File: src/rtl/rv_mem_pkg.sv
// Shared types and helpers for the instruction memory controller.
// Holds the NOP constant, the controller state encoding and the fetch fault check.
package rv_mem_pkg;

  localparam logic [31:0] RV_NOP = 32'h0000_0013;

  typedef enum logic {
    INIT,
    READY
  } ctrl_state_t;

  typedef struct packed {
    logic misaligned;
    logic out_of_range;
  } fetch_fault_t;

  // Address is zero-extended to 64 bits by the caller so one helper serves any ADDR_W.
  function automatic fetch_fault_t check_fetch(input logic [63:0] addr, input int depth);
    fetch_fault_t f;
    f.misaligned   = (addr[1:0] != 2'b00);
    f.out_of_range = ((addr >> 2) >= 64'(depth));
    return f;
  endfunction

endpackage

File: src/rtl/instr_mem_ctrl_if.sv
// Fetch, response and program-port signals between the fetch stage and the instruction memory.
// The slave modport is the memory side, the master modport the fetch/decode side.
interface instr_mem_ctrl_if #(
  parameter int XLEN   = 32,
  parameter int ADDR_W = 32,
  parameter int IDX_W  = 6
);

  logic              fetch_req;
  logic [ADDR_W-1:0] fetch_addr;
  logic              fetch_gnt;
  logic              rsp_valid;
  logic [XLEN-1:0]   rsp_instr;
  logic              rsp_fault;
  logic              rsp_stall;
  logic              prog_we;
  logic [IDX_W-1:0]  prog_idx;
  logic [XLEN-1:0]   prog_wdata;
  logic              init_done;

  modport master (
    output fetch_req, fetch_addr, rsp_stall, prog_we, prog_idx, prog_wdata,
    input  fetch_gnt, rsp_valid, rsp_instr, rsp_fault, init_done
  );

  modport slave (
    input  fetch_req, fetch_addr, rsp_stall, prog_we, prog_idx, prog_wdata,
    output fetch_gnt, rsp_valid, rsp_instr, rsp_fault, init_done
  );

endinterface

File: src/rtl/instr_mem_ctrl_imem_ram.sv
// 1R1W synchronous RAM, 1-cycle registered read; a same-edge write to the read word returns old data.
// The read register only updates when re is high, so the last read value is held otherwise.
module imem_ram #(
  parameter int XLEN  = 32,
  parameter int DEPTH = 64,
  parameter int IDX_W = $clog2(DEPTH)
) (
  input  logic             clk,
  input  logic             we,
  input  logic [IDX_W-1:0] waddr,
  input  logic [XLEN-1:0]  wdata,
  input  logic             re,
  input  logic [IDX_W-1:0] raddr,
  output logic [XLEN-1:0]  rdata
);

  logic [XLEN-1:0] mem [DEPTH];
  logic [XLEN-1:0] rdata_q;

  always_ff @(posedge clk) begin
    if (we) begin
      mem[waddr] <= wdata;
    end
    if (re) begin
      rdata_q <= mem[raddr];
    end
  end

  assign rdata = rdata_q;

endmodule

File: src/rtl/instr_mem_ctrl.sv
// Instruction memory controller: post-reset init sweep, 1-cycle fetch with fault reporting, program port.
// Latency 1 cycle; a stalled response is held and blocks new grants, program writes are never blocked.
module instr_mem_ctrl
  import rv_mem_pkg::*;
#(
  parameter int              XLEN       = 32,
  parameter int              DEPTH      = 64,
  parameter int              ADDR_W     = 32,
  parameter logic [XLEN-1:0] INIT_WORD  = XLEN'(RV_NOP),
  parameter logic [XLEN-1:0] FAULT_WORD = XLEN'(RV_NOP)
) (
  input logic             clk,
  input logic             rst,
  instr_mem_ctrl_if.slave bus
);

  localparam int IDX_W = $clog2(DEPTH);

  ctrl_state_t      state_q, state_d;
  logic [IDX_W-1:0] cnt_q, cnt_d;
  logic             init_done_q, init_done_d;
  logic             rsp_valid_q, rsp_valid_d;
  logic             rsp_fault_q, rsp_fault_d;
  logic             rsp_from_ram_q, rsp_from_ram_d;
  logic [XLEN-1:0]  rsp_hold_q, rsp_hold_d;

  fetch_fault_t     fault;
  logic             fault_any;
  logic             gnt;
  logic             ram_we;
  logic             ram_re;
  logic [IDX_W-1:0] ram_waddr;
  logic [IDX_W-1:0] ram_raddr;
  logic [XLEN-1:0]  ram_wdata;
  logic [XLEN-1:0]  ram_rdata;

  assign fault     = check_fetch(64'(bus.fetch_addr), DEPTH);
  assign fault_any = fault.misaligned | fault.out_of_range;
  assign gnt       = (state_q == READY) && bus.fetch_req && !(rsp_valid_q && bus.rsp_stall);

  // The sweep owns the write port in INIT, so program writes there are simply dropped.
  always_comb begin
    ram_we    = 1'b0;
    ram_waddr = cnt_q;
    ram_wdata = INIT_WORD;
    if (!rst) begin
      if (state_q == INIT) begin
        ram_we = 1'b1;
      end else if (bus.prog_we) begin
        ram_we    = 1'b1;
        ram_waddr = bus.prog_idx;
        ram_wdata = bus.prog_wdata;
      end
    end
  end

  assign ram_re    = gnt && !fault_any;
  assign ram_raddr = bus.fetch_addr[IDX_W+1:2];

  imem_ram #(
    .XLEN  (XLEN),
    .DEPTH (DEPTH),
    .IDX_W (IDX_W)
  ) u_ram (
    .clk   (clk),
    .we    (ram_we),
    .waddr (ram_waddr),
    .wdata (ram_wdata),
    .re    (ram_re),
    .raddr (ram_raddr),
    .rdata (ram_rdata)
  );

  always_comb begin
    state_d        = state_q;
    cnt_d          = cnt_q;
    init_done_d    = init_done_q;
    rsp_valid_d    = rsp_valid_q;
    rsp_fault_d    = rsp_fault_q;
    rsp_from_ram_d = rsp_from_ram_q;
    rsp_hold_d     = rsp_hold_q;

    if (state_q == INIT) begin
      cnt_d = cnt_q + IDX_W'(1);
      if (cnt_q == IDX_W'(DEPTH - 1)) begin
        state_d     = READY;
        init_done_d = 1'b1;
      end
    end

    // Faulting fetches never touch the RAM; the fault word is parked in the hold register.
    if (gnt) begin
      rsp_valid_d    = 1'b1;
      rsp_fault_d    = fault_any;
      rsp_from_ram_d = !fault_any;
      if (fault_any) begin
        rsp_hold_d = FAULT_WORD;
      end
    end else if (!(rsp_valid_q && bus.rsp_stall)) begin
      rsp_valid_d = 1'b0;
    end
  end

  always_ff @(posedge clk) begin
    if (rst) begin
      state_q        <= INIT;
      cnt_q          <= '0;
      init_done_q    <= 1'b0;
      rsp_valid_q    <= 1'b0;
      rsp_fault_q    <= 1'b0;
      rsp_from_ram_q <= 1'b0;
      rsp_hold_q     <= '0;
    end else begin
      state_q        <= state_d;
      cnt_q          <= cnt_d;
      init_done_q    <= init_done_d;
      rsp_valid_q    <= rsp_valid_d;
      rsp_fault_q    <= rsp_fault_d;
      rsp_from_ram_q <= rsp_from_ram_d;
      rsp_hold_q     <= rsp_hold_d;
    end
  end

  assign bus.fetch_gnt = gnt;
  assign bus.rsp_valid = rsp_valid_q;
  assign bus.rsp_fault = rsp_fault_q;
  assign bus.rsp_instr = rsp_from_ram_q ? ram_rdata : rsp_hold_q;
  assign bus.init_done = init_done_q;

endmodule

File: src/flat_wrapper.sv
// flat-port wrapper written by rule: the top's interface ports become plain ports
module instr_mem_ctrl_flat import rv_mem_pkg::*;
#(
  parameter int              XLEN       = 32,
  parameter int              DEPTH      = 64,
  parameter int              ADDR_W     = 32,
  parameter logic [XLEN-1:0] INIT_WORD  = XLEN'(RV_NOP),
  parameter logic [XLEN-1:0] FAULT_WORD = XLEN'(RV_NOP)
)
  (clk, rst, bus_fetch_req, bus_fetch_addr, bus_rsp_stall, bus_prog_we, bus_prog_idx, bus_prog_wdata, bus_fetch_gnt, bus_rsp_valid, bus_rsp_instr, bus_rsp_fault, bus_init_done);
  instr_mem_ctrl_if #(.XLEN(XLEN), .ADDR_W(ADDR_W), .IDX_W(($clog2(DEPTH)))) bus_i ();
  input logic clk;
  input logic rst;
  input wire logic [$bits(bus_i.fetch_req)-1:0] bus_fetch_req;
  input wire logic [$bits(bus_i.fetch_addr)-1:0] bus_fetch_addr;
  input wire logic [$bits(bus_i.rsp_stall)-1:0] bus_rsp_stall;
  input wire logic [$bits(bus_i.prog_we)-1:0] bus_prog_we;
  input wire logic [$bits(bus_i.prog_idx)-1:0] bus_prog_idx;
  input wire logic [$bits(bus_i.prog_wdata)-1:0] bus_prog_wdata;
  output wire logic [$bits(bus_i.fetch_gnt)-1:0] bus_fetch_gnt;
  output wire logic [$bits(bus_i.rsp_valid)-1:0] bus_rsp_valid;
  output wire logic [$bits(bus_i.rsp_instr)-1:0] bus_rsp_instr;
  output wire logic [$bits(bus_i.rsp_fault)-1:0] bus_rsp_fault;
  output wire logic [$bits(bus_i.init_done)-1:0] bus_init_done;
  assign bus_i.fetch_req = bus_fetch_req;
  assign bus_i.fetch_addr = bus_fetch_addr;
  assign bus_i.rsp_stall = bus_rsp_stall;
  assign bus_i.prog_we = bus_prog_we;
  assign bus_i.prog_idx = bus_prog_idx;
  assign bus_i.prog_wdata = bus_prog_wdata;
  assign bus_fetch_gnt = bus_i.fetch_gnt;
  assign bus_rsp_valid = bus_i.rsp_valid;
  assign bus_rsp_instr = bus_i.rsp_instr;
  assign bus_rsp_fault = bus_i.rsp_fault;
  assign bus_init_done = bus_i.init_done;
  instr_mem_ctrl #(.XLEN(XLEN), .DEPTH(DEPTH), .ADDR_W(ADDR_W), .INIT_WORD(INIT_WORD), .FAULT_WORD(FAULT_WORD)) u_core (.clk(clk), .rst(rst), .bus(bus_i));
endmodule
File: config.mk
export PLATFORM = sky130hd
export DESIGN_NAME = instr_mem_ctrl_flat
export DESIGN_NICKNAME = d
export VERILOG_FILES = /design/src/rtl/rv_mem_pkg.sv /design/src/rtl/instr_mem_ctrl_if.sv /design/src/rtl/instr_mem_ctrl_imem_ram.sv /design/src/rtl/instr_mem_ctrl.sv /design/src/flat_wrapper.sv
export SDC_FILE = /design/constraint.sdc
export NUM_CORES = 2
export LEC_CHECK = 0
export CAP_MARGIN = 20
export CORE_MARGIN = 8
export CORE_UTILIZATION = 35
export CTS_BUF_LIST = sky130_fd_sc_hd__clkbuf_16
export CTS_CLUSTER_DIAMETER = 120
export DETAILED_ROUTE_END_ITERATION = 10
export SLEW_MARGIN = 25
export SYNTH_ARGS = -nofsm -noshare
export SYNTH_HDL_FRONTEND = slang
export SYNTH_SLANG_ARGS = --single-unit
File: constraint.sdc
create_clock -name clk -period 5.8 [get_ports clk]
set_input_delay 0.87 -clock clk [delete_from_list [all_inputs] [get_ports clk]]
set_output_delay 0.87 -clock clk [all_outputs]
set_load 0.03 [all_outputs]
==> flow_metrics.tcl <==
set metrics [dict create \
    syn_area_sq_um 79800 \
    clock_skew_ps 27.5 \
    synthTopCellsByArea "edfxtp_1 (78%), mux4_2 (15%), a22oi_1 (0.98%), mux2i_1 (0.77%), a221oi_1 (0.65%)" \
    whs_path_depth 2 \
    postCtsSetupRepairBufs 0 \
    avgSynthCellArea_sq_um 22.9 \
    yosysTopAreaCell "edfxtp_1" \
    synth_cell_type_count 47 \
    crit_chain "and3b_1 -> buf_4 -> nand2_1 -> nand2_1 -> nand2_1 -> nor2_4 -> buf_4" \
    grt_overflow 0 \
    status "complete, no violations" \
    vdd_drop_max_uv 297 \
    num_rows 175 \
    initial_utilization_pct 35.1 \
    clkTransAtPathRegs_ps 60 \
    drv_slew 0 \
    worstMarginPinSlew_ps 1090 \
    postCtsHoldBufs 0 \
    crit_path_frequent_cell "nand2_1" \
    first_pass_iters 5 \
    dieArea_sq_um 243000 \
    vias 38000 \
    core_sq_um 227000 \
    crit_fanout 37 \
    remaining_drc_errors 0 \
    grt_pass1_wl_um 289000 \
    clk_latency_ps 840 \
    p_sw_uw 6170 \
    layout-drive-gt1-share_pct 27.9 \
    cts.path.max_buffers 3 \
    crit_slowest_cell "nor2_4" \
    viasPerCell 5.45 \
    syn_nets 3557 \
    ff2ff_path_depth 7 \
    die_x_um 493 \
    maxCapViolCount 0 \
    setup_viol 0 \
    p_int_uw 23600 \
    p_per_area_nw_per_um2 323 \
    rsz0062_at_grt "no" \
    htree_levels 4 \
    cts.sinks 2092 \
    tns_ps 0 \
    cts_buffers 201 \
    grt_usage_pct 16.5 \
    drt_iter0_drc 4808 \
    end_kind "register" \
    io_buffers 110 \
    clock_power_share_pct 41.4 \
    cts-root-buf "clkbuf_16" \
    hpwl_um 125000 \
    cp.arrival_ps 4350 \
    fp.dieH_um 493 \
    start_kind "register" \
    synthToLayoutAreaGrowth_pct 15.6 \
    fin_nets 3867 \
    antenna_found_initial 12 \
    finalHoldViolations 0 \
    routed_wl_um 206000 \
    synth_top_area_share_pct 78.3 \
    io_pins 111 \
    fin_crit_ps 3820 \
    yosysWarnings 0 \
    syn_inst 3481 \
    hold_ws_ps 451 \
    critical_path_class "register to register" \
    cpPeakStageDelay_ps 880 \
    swShare_pct 20.7 \
    crit_required_ps 6330 \
    p_seq_share_pct 55.2 \
    post_drt_wl_per_cell_um 29.6 \
    gp_congestion 0.893 \
    grt_start_max_net_pins 78 \
    grt_pass1_vias 37600 \
    ys_seq_area_share_pct 78.6 \
    max_freq_mhz 262 \
    pwr-share-comb_pct 3.4 \
    post-route-period-util_pct 65.9 \
    cts_tree "built" \
    synth_seq_cells 2092 \
    ant_nets 0 \
    hp-class "register to register" \
    leakage_uw 0.0324 \
    cts_resized 0 \
    slew_headroom_pct 27.1 \
]
==> through the flow <==
step,cells,utilization [%],setup WS [ps],power [uW],cell area (sq um)
2_1_floorplan,3481,-,468,17400,79800
3_3_place_gp,6594,37.9,1260,17800,86000
3_5_place_dp,6596,37.9,1250,17800,86000
4_1_cts,6966,40.6,1970,30000,92200
5_1_grt,6969,40.6,1830,30600,92200
6_report,6973,40.6,1980,29800,92200
==> placed cells by master, fill, tap and decap left out, drive strengths merged, types with 7 or more instances in the layout <==
master	Yosys	layout
nand2b	13	13
clkdlybuf4s50	0	106
nand3	17	17
mux2i	61	61
mux2	15	15
a22o	40	40
o21ai	26	26
nand3b	7	7
clkinvlp	0	7
o211ai	13	13
bufinv	0	9
edfxtp	2080	2080
and2	62	62
clkinv	0	100
o22ai	20	20
a22oi	104	104
a221oi	59	59
nor2b	13	13
nor2	81	81
mux4	519	519
nand2	92	92
a21oi	9	9
dfxtp	12	12
clkbuf	82	205
inv	1	51
buf	111	193
==> logic make-up after synthesis <==
| kind of cell | count (synthesis) | synth area share, % |
|---|---|---|
| DFF | 2092 | 78.6 |
| muxes | 595 | 15.6 |
| and+or+nand+nor | 309 | 1.87 |
| AOI/OAI and AO/OA | 286 | 2.71 |
| buffers and inverters | 194 | 1.11 |
| xor gates and xnor gates | 4 | 0.0439 |
| adders and majority gates | 1 | 0.0157 |
==> per-layer routing <==
metal  routed length [um]  vias up  share of wire [%]  global-route usage [%]
met3                15200      268                7.4                    3.01
met4                 7470        2                3.6                    5.78
met2                94800     1594                 46                    25.0
met5                   13        -             0.0063                       0
met1                88600    20600                 43                    23.9
li1                     -    15500                  -                       -
==> power by group through the flow <==
stage                     logic [uW]  clock network (uW)  registers, uW
after floorplan                  611                   0          16700
after global placement          1030                   0          16800
after detailed placement        1030                   0          16800
after CTS                       1030               12500          16400
after global routing            1070               13100          16400
final                           1020               12300          16400
==> worst max-delay path: cells and delay by family, from the launching register on <==
kind / cells / cell delay [ps]
buffers and inverters: 2 / 750
AND/OR/NAND/NOR: 5 / 1970
flip-flops: 1 / 790
==> area by class of cell <==
class,count,area (sq um)
fill,19600,135000
sequential,2092,62700
multi-input combinational,1195,16700
clock buffer,204,5100
tap,3009,3760
timing repair buffer,300,2810
clock inverter,166,1080
antenna,6,15.0
inverter,1,3.75
==> flip-flops by register name, indices dropped and copies added (netlist names) <==
register	flops
u_core.u_ram.mem	2048
u_core.state_q	1
u_core.bus.init_done	1
u_core.rsp_hold_q	1
u_core.u_ram.rdata	32
u_core.bus.rsp_valid	1
u_core.bus.rsp_fault	1
u_core.cnt_q	6
u_core.rsp_from_ram_q	1
==> final timing paths <==
kind	start	slack [ps]	end
max	u_core.state_q	1980	u_core.u_ram.mem[54][25]
min	u_core.rsp_hold_q[0]	450	u_core.rsp_hold_q[0]
max reg2reg	u_core.state_q	1980	u_core.u_ram.mem[54][25]
min reg2reg	u_core.rsp_hold_q[0]	450	u_core.rsp_hold_q[0]
==> synthesized netlist by cell type, drive strengths merged <==
master,n
nor3,6
and2,62
o21ai,26
nor2,81
nand2b,13
o22a,1
or3,3
a221oi,59
xnor2,1
nor3b,2
a31o,1
nor2b,13
a21oi,9
a221o,1
nand3b,7
o22ai,20
a22oi,104
o31ai,2
mux2i,61
o31a,2
xor2,3
clkbuf,82
inv,1
a31oi,1
edfxtp,2080
nor4,6
a22o,40
nand4,1
nand2,92
nor4b,1
buf,111
dfxtp,12
nand3,17
mux4,519
o21a,2
a211oi,5
and3,2
or2,1
mux2,15
and3b,2
o211ai,13
ha,1
No activity file was read; power rests on OpenSTA's default activity.
